## config.mk

```make
export PLATFORM = sky130hd
export DESIGN_NAME = acc_rr_scheduler
export DESIGN_NICKNAME = d
export VERILOG_FILES = /design/src/rtl/acc_rr_scheduler.sv
export SDC_FILE = /design/constraint.sdc
export NUM_CORES = 1
export LEC_CHECK = 0
export CAP_MARGIN = 20
export CORE_MARGIN = 1.5
export CORE_UTILIZATION = 38
export DETAILED_ROUTE_END_ITERATION = 8
export HOLD_SLACK_MARGIN = 0.15
export PLACE_DENSITY = 0.74
export SYNTH_ARGS = -nofsm -noshare
export SYNTH_HDL_FRONTEND = slang
export SYNTH_SLANG_ARGS = --single-unit
export TNS_END_PERCENT = 100
```

## constraint.sdc

```tcl
create_clock -name clk -period 2.1 [get_ports clk]
set_clock_uncertainty 0.1 [all_clocks]
set_input_delay 0.42 -clock clk [delete_from_list [all_inputs] [get_ports clk]]
set_output_delay 0.42 -clock clk [all_outputs]
set_load 0.02 [all_outputs]
```

## src/rtl/acc_rr_scheduler.sv

```systemverilog
// Round-robin scheduler that lends one shared accumulator datapath to NUM_REQ requesters,
// running one burst job at a time and returning a tagged sum/overflow result.
module acc_rr_scheduler #(
  parameter int unsigned NUM_REQ = 4,
  parameter int unsigned DATA_W  = 8,
  parameter int unsigned SUM_W   = 16,
  parameter int unsigned LEN_W   = 8,
  parameter int unsigned ID_W    = $clog2(NUM_REQ)
) (
  input  logic                      clk,
  input  logic                      rst,
  input  logic [NUM_REQ-1:0]        req,
  input  logic [NUM_REQ*LEN_W-1:0]  req_len,
  output logic [NUM_REQ-1:0]        gnt,
  input  logic [NUM_REQ-1:0]        s_valid,
  input  logic [NUM_REQ*DATA_W-1:0] s_data,
  output logic [NUM_REQ-1:0]        s_ready,
  output logic                      acc_clr,
  output logic                      acc_en,
  output logic [DATA_W-1:0]         acc_data,
  input  logic [SUM_W-1:0]          acc_sum,
  input  logic                      acc_carry,
  output logic                      res_valid,
  output logic [ID_W-1:0]           res_id,
  output logic [SUM_W-1:0]          res_sum,
  output logic                      res_ovf,
  input  logic                      res_ready
);

  typedef enum logic [2:0] {S_IDLE, S_CLEAR, S_STREAM, S_DRAIN, S_RESULT} state_e;

  state_e             state_q, state_d;
  logic [NUM_REQ-1:0] gnt_q, gnt_d;
  logic [ID_W-1:0]    gidx_q, gidx_d;
  logic [ID_W-1:0]    ptr_q, ptr_d;
  logic [LEN_W-1:0]   len_q, len_d;
  logic [LEN_W-1:0]   cnt_q, cnt_d;
  logic               ovf_q, ovf_d;
  logic               en_dly_q;
  logic               res_valid_q, res_valid_d;
  logic [ID_W-1:0]    res_id_q, res_id_d;
  logic [SUM_W-1:0]   res_sum_q, res_sum_d;
  logic               res_ovf_q, res_ovf_d;

  logic               win_found;
  logic [ID_W-1:0]    win_idx;
  logic [LEN_W-1:0]   win_len;
  int unsigned        cand;
  logic               sel_valid;
  logic [DATA_W-1:0]  sel_data;

  // Round-robin search starting at the pointer, wrapping past the last requester.
  always_comb begin
    win_found = 1'b0;
    win_idx   = '0;
    win_len   = '0;
    cand      = 0;
    for (int unsigned k = 0; k < NUM_REQ; k++) begin
      cand = 32'(ptr_q) + k;
      if (cand >= NUM_REQ) cand = cand - NUM_REQ;
      if (!win_found && req[ID_W'(cand)]) begin
        win_found = 1'b1;
        win_idx   = ID_W'(cand);
      end
    end
    for (int unsigned i = 0; i < NUM_REQ; i++) begin
      if (32'(win_idx) == i) win_len = req_len[i*LEN_W +: LEN_W];
    end
  end

  // Sample lane of the granted requester.
  always_comb begin
    sel_valid = 1'b0;
    sel_data  = '0;
    for (int unsigned i = 0; i < NUM_REQ; i++) begin
      if (gnt_q[i]) begin
        sel_valid = s_valid[i];
        sel_data  = s_data[i*DATA_W +: DATA_W];
      end
    end
  end

  always_ff @(posedge clk) begin
    if (rst) begin
      state_q     <= S_IDLE;
      gnt_q       <= '0;
      gidx_q      <= '0;
      ptr_q       <= '0;
      len_q       <= '0;
      cnt_q       <= '0;
      ovf_q       <= 1'b0;
      en_dly_q    <= 1'b0;
      res_valid_q <= 1'b0;
      res_id_q    <= '0;
      res_sum_q   <= '0;
      res_ovf_q   <= 1'b0;
    end else begin
      state_q     <= state_d;
      gnt_q       <= gnt_d;
      gidx_q      <= gidx_d;
      ptr_q       <= ptr_d;
      len_q       <= len_d;
      cnt_q       <= cnt_d;
      ovf_q       <= ovf_d;
      en_dly_q    <= acc_en;
      res_valid_q <= res_valid_d;
      res_id_q    <= res_id_d;
      res_sum_q   <= res_sum_d;
      res_ovf_q   <= res_ovf_d;
    end
  end

  // Job sequencing; the carry seen one cycle after an add feeds the sticky overflow.
  always_comb begin
    state_d     = state_q;
    gnt_d       = gnt_q;
    gidx_d      = gidx_q;
    ptr_d       = ptr_q;
    len_d       = len_q;
    cnt_d       = cnt_q;
    ovf_d       = ovf_q | (en_dly_q & acc_carry);
    res_valid_d = res_valid_q;
    res_id_d    = res_id_q;
    res_sum_d   = res_sum_q;
    res_ovf_d   = res_ovf_q;
    s_ready     = '0;
    acc_clr     = 1'b0;
    acc_en      = 1'b0;
    acc_data    = '0;
    unique case (state_q)
      S_IDLE: begin
        if (win_found) begin
          gnt_d   = NUM_REQ'(1) << win_idx;
          gidx_d  = win_idx;
          len_d   = win_len;
          state_d = S_CLEAR;
        end
      end
      S_CLEAR: begin
        acc_clr = 1'b1;
        ovf_d   = 1'b0;
        cnt_d   = '0;
        state_d = (len_q != '0) ? S_STREAM : S_DRAIN;
      end
      S_STREAM: begin
        s_ready = gnt_q;
        if (sel_valid) begin
          acc_en   = 1'b1;
          acc_data = sel_data;
          cnt_d    = cnt_q + LEN_W'(1);
          if (cnt_q == len_q - LEN_W'(1)) state_d = S_DRAIN;
        end
      end
      S_DRAIN: begin
        res_sum_d   = acc_sum;
        res_ovf_d   = ovf_q | (en_dly_q & acc_carry);
        res_id_d    = gidx_q;
        res_valid_d = 1'b1;
        state_d     = S_RESULT;
      end
      S_RESULT: begin
        if (res_ready) begin
          res_valid_d = 1'b0;
          gnt_d       = '0;
          ptr_d       = (gidx_q == ID_W'(NUM_REQ - 1)) ? '0 : gidx_q + ID_W'(1);
          state_d     = S_IDLE;
        end
      end
      default: state_d = S_IDLE;
    endcase
  end

  assign gnt       = gnt_q;
  assign res_valid = res_valid_q;
  assign res_id    = res_id_q;
  assign res_sum   = res_sum_q;
  assign res_ovf   = res_ovf_q;

endmodule

```

==> flow_metrics.tcl, run 1 <==
set metrics [dict create \
    status "complete, but fails checks" \
    violations "setup timing" \
    p_comb_share_pct 52.7 \
    grt_pass1_vias 3358 \
    placed_cells 619 \
    fin_crit_sh_pct 103 \
    grt_max_degree 20 \
    fill_cells 584 \
    p_seq_share_pct 29.9 \
    fin_crit_ns 2.17 \
    place_hpwl_um 7320 \
    preCtsSetupSlack_ns -0.591 \
    switching_share_pct 37.2 \
    p_sw_uw 1480 \
    fin_ws_ns -0.0701 \
    yosysTopAreaCell "dfxtp_1" \
    grt_overflow_total 0 \
    clk_path_buf_depth 2 \
    drv_cap 0 \
    synth_edf_count 0 \
    setup_viol 8 \
    synthFlopType "dfxtp_1" \
    syn_area_mm2 0.00292 \
    power.internal_uw 2500 \
    clk_latency_ns 0.31 \
    first_pass_iters 7 \
    synth_top_area_share_pct 33.6 \
    rows 31 \
    ys_warn_count 0 \
    synth.distinct_cells 52 \
    start_util_pct 39.9 \
    leakage_uw 0.00193 \
    crit_fanout 5 \
    areaGrowthSynthToFinish_pct 72.0 \
    drc_errors 0 \
    end_kind "output pin" \
    clk_pin_slew_ns 0.09 \
    ys_seq_area_share_pct 33.6 \
    cts_tree "done" \
    drt_wl_total_um 9870 \
    ios 130 \
    power_frac_clock_pct 17.3 \
    ant_nets 0 \
    hold-worst-slack_ns 0.357 \
    crit_type "reg2out" \
    stdcell_count 634 \
    powerDensity_mw_per_mm2 791 \
    drv_slew 0 \
    die_w_um 90.7 \
    fin_nets 629 \
    grt_usage_pct 23.3 \
    wl_per_cell_um 15.6 \
    dieArea_mm2 0.00822 \
    hp-class "reg2reg" \
    layout-drive-gt1-share_pct 23.6 \
    synth_commonest_cells "49 x dfxtp_1, 47 x a21oi_1, 45 x nand2_1, 28 x nor2_1, 19 x clkbuf_1" \
    globalplace.congestion 0.854 \
    cts_buffers 5 \
    rsz0062_at_grt "yes" \
    worst_slew_pin_slew_ns 0.753 \
    antenna_found_initial 0 \
    dr_total_vias 3432 \
    fmax_mhz 461 \
    synthArstFlopShare_pct 0 \
    drtIter0Drc 154 \
    startpoint_type "flop" \
    synth_area_leaders "dfxtp_1 34%, a21oi_1 8.1%, nand2_1 5.8%" \
    grt_first_pass_wirelength_um 15700 \
    diodes 0 \
    vdd_ir_drop_max_mv 0.516 \
    yosys_register_bits 49 \
    cts-root-buf "clkbuf_8" \
    coreArea_mm2 0.00733 \
    slew_headroom_pct 49.7 \
    syn_inst 371 \
    htree_levels 2 \
    cp.required_ns 1.58 \
    place.port_buffers 129 \
    viasPerCell 5.41 \
    syn-num-nets 466 \
    die_y_um 90.7 \
    hold_viol_final 0 \
    arrival_ns 1.65 \
    synth.avg_cell_area_um2 7.87 \
    clock-sinks 49 \
    synthMostInstantiatedCell "dfxtp_1" \
]
-- state kept, by name (all words and copies together) (netlist names), 2 cells and up --
register  count
res_sum      16
state_q       3
ptr_q         2
res_id        2
gnt           4
len_q         8
cnt_q         8
gidx_q        2
-- critical path, stage by stage (launching register included) --
cell and delay [ns]:
dfxtp_4 0.37, nor2b_4 0.16, buf_4 0.14, a221oi_2 0.25, nor3_1 0.09, a21oi_1 0.14, nor2_1 0.06, buf_4 0.15
-- layout make-up --
| cell class | instances | area, µm² | share of cell area (%) |
|---|---|---|---|
| Timing Repair Buffer | 183 | 1750 | 34.7 |
| Inverter | 8 | 32.5 | 0.647 |
| Clock buffer | 6 | 72.6 | 1.44 |
| Multi-Input combinational cell | 287 | 2020 | 40.2 |
| Tap cell | 99 | 124 | 2.47 |
| Clock inverter | 2 | 38.8 | 0.772 |
| Sequential cell | 49 | 993 | 19.8 |
-- worst paths after layout --
path,startpoint,endpoint,slack [ns],depth (start not counted)
worst max register to register,gnt[1],cnt_q[7],0.16,7
worst max-delay path,gnt[0],acc_data[5],-0.07,7
worst min-delay path,res_sum[10],res_sum[10],0.36,2
worst min register to register,res_sum[10],res_sum[10],0.36,2
-- logic make-up (layout without fill, tap and decap cells) --
family / after synthesis / after routing / share of synthesized area, %
AO/OA/AOI/OAI: 103 / 103 / 23.1
flip-flops: 49 / 49 / 33.6
AND/OR/NAND/NOR: 156 / 157 / 28.0
adder cells (fa/ha/maj): 3 / 3 / 1.28
multiplexers: 12 / 12 / 5.35
XOR/XNOR: 12 / 12 / 3.60
buffers and inverters: 36 / 199 / 5.05
-- stage by stage --
step	util (%)	TNS (ns)	cell area, µm²	power, µW
finish	68.5	-0.198	5020	3980
global route	68.5	-0.673	5020	4210
floorplan	-	0	2920	2240
global placement	62.8	-9.72	4600	3030
detailed placement	62.8	-11.06	4600	3070
CTS	66.0	0	4840	3830
-- layer usage --
layer | wire, µm | GRT usage, % | vias to the layer above | share of wire [%]
met5 | 0 | 0 | - | 0
met4 | 145 | 5.56 | 0 | 1.5
met2 | 5050 | 42.4 | 112 | 51
met3 | 576 | 5.47 | 10 | 5.8
li1 | - | - | 1677 | -
met1 | 4100 | 27.2 | 1633 | 42
-- power groups by stage --
| stage | Combinational [µW] | Clock (µW) | Sequential, µW |
|---|---|---|---|
| 4_1_cts | 1950 | 699 | 1180 |
| 3_3_place_gp | 1840 | 0 | 1190 |
| 2_1_floorplan | 994 | 0 | 1240 |
| 5_1_grt | 2270 | 737 | 1210 |
| 6_report | 2100 | 690 | 1190 |
| 3_5_place_dp | 1880 | 0 | 1190 |
-- cell usage in the layout (no fill, tap or decap), drive strengths merged, types with 3 or more instances in the layout --
master | synthesis | final
nand2b | 4 | 4
inv | 8 | 8
nor2b | 14 | 15
clkbuf | 19 | 6
or2 | 3 | 3
a21boi | 3 | 3
nand4 | 15 | 15
a32oi | 4 | 4
nand3 | 4 | 4
clkdlybuf4s50 | 0 | 105
and3 | 5 | 5
ha | 3 | 3
dlygate4sd2 | 0 | 12
nor4 | 6 | 6
a221oi | 8 | 8
o21ai | 7 | 7
and2 | 3 | 3
xnor2 | 10 | 10
mux2 | 8 | 8
mux2i | 4 | 4
nand2 | 45 | 45
a221o | 8 | 8
a21oi | 49 | 49
buf | 9 | 63
nor2 | 29 | 29
o31ai | 12 | 12
dfxtp | 49 | 49
nor3 | 15 | 15
a31oi | 3 | 3
-- timing repair --
action                                  CTS  global route
pin swaps                                10             8
gates resized for setup                  96            36
endpoints found under the setup margin   27            21
hold buffers                              0             0
cloned                                    2             0
setup buffers                             1             5
(Power assumes the default switching activity.)
==> run 2: changes to the inputs <==
Settings changed: RECOVER_POWER set to 25.
==> results of run 2 <==
Final layout, timing and power as in run 1 (identical DEF).
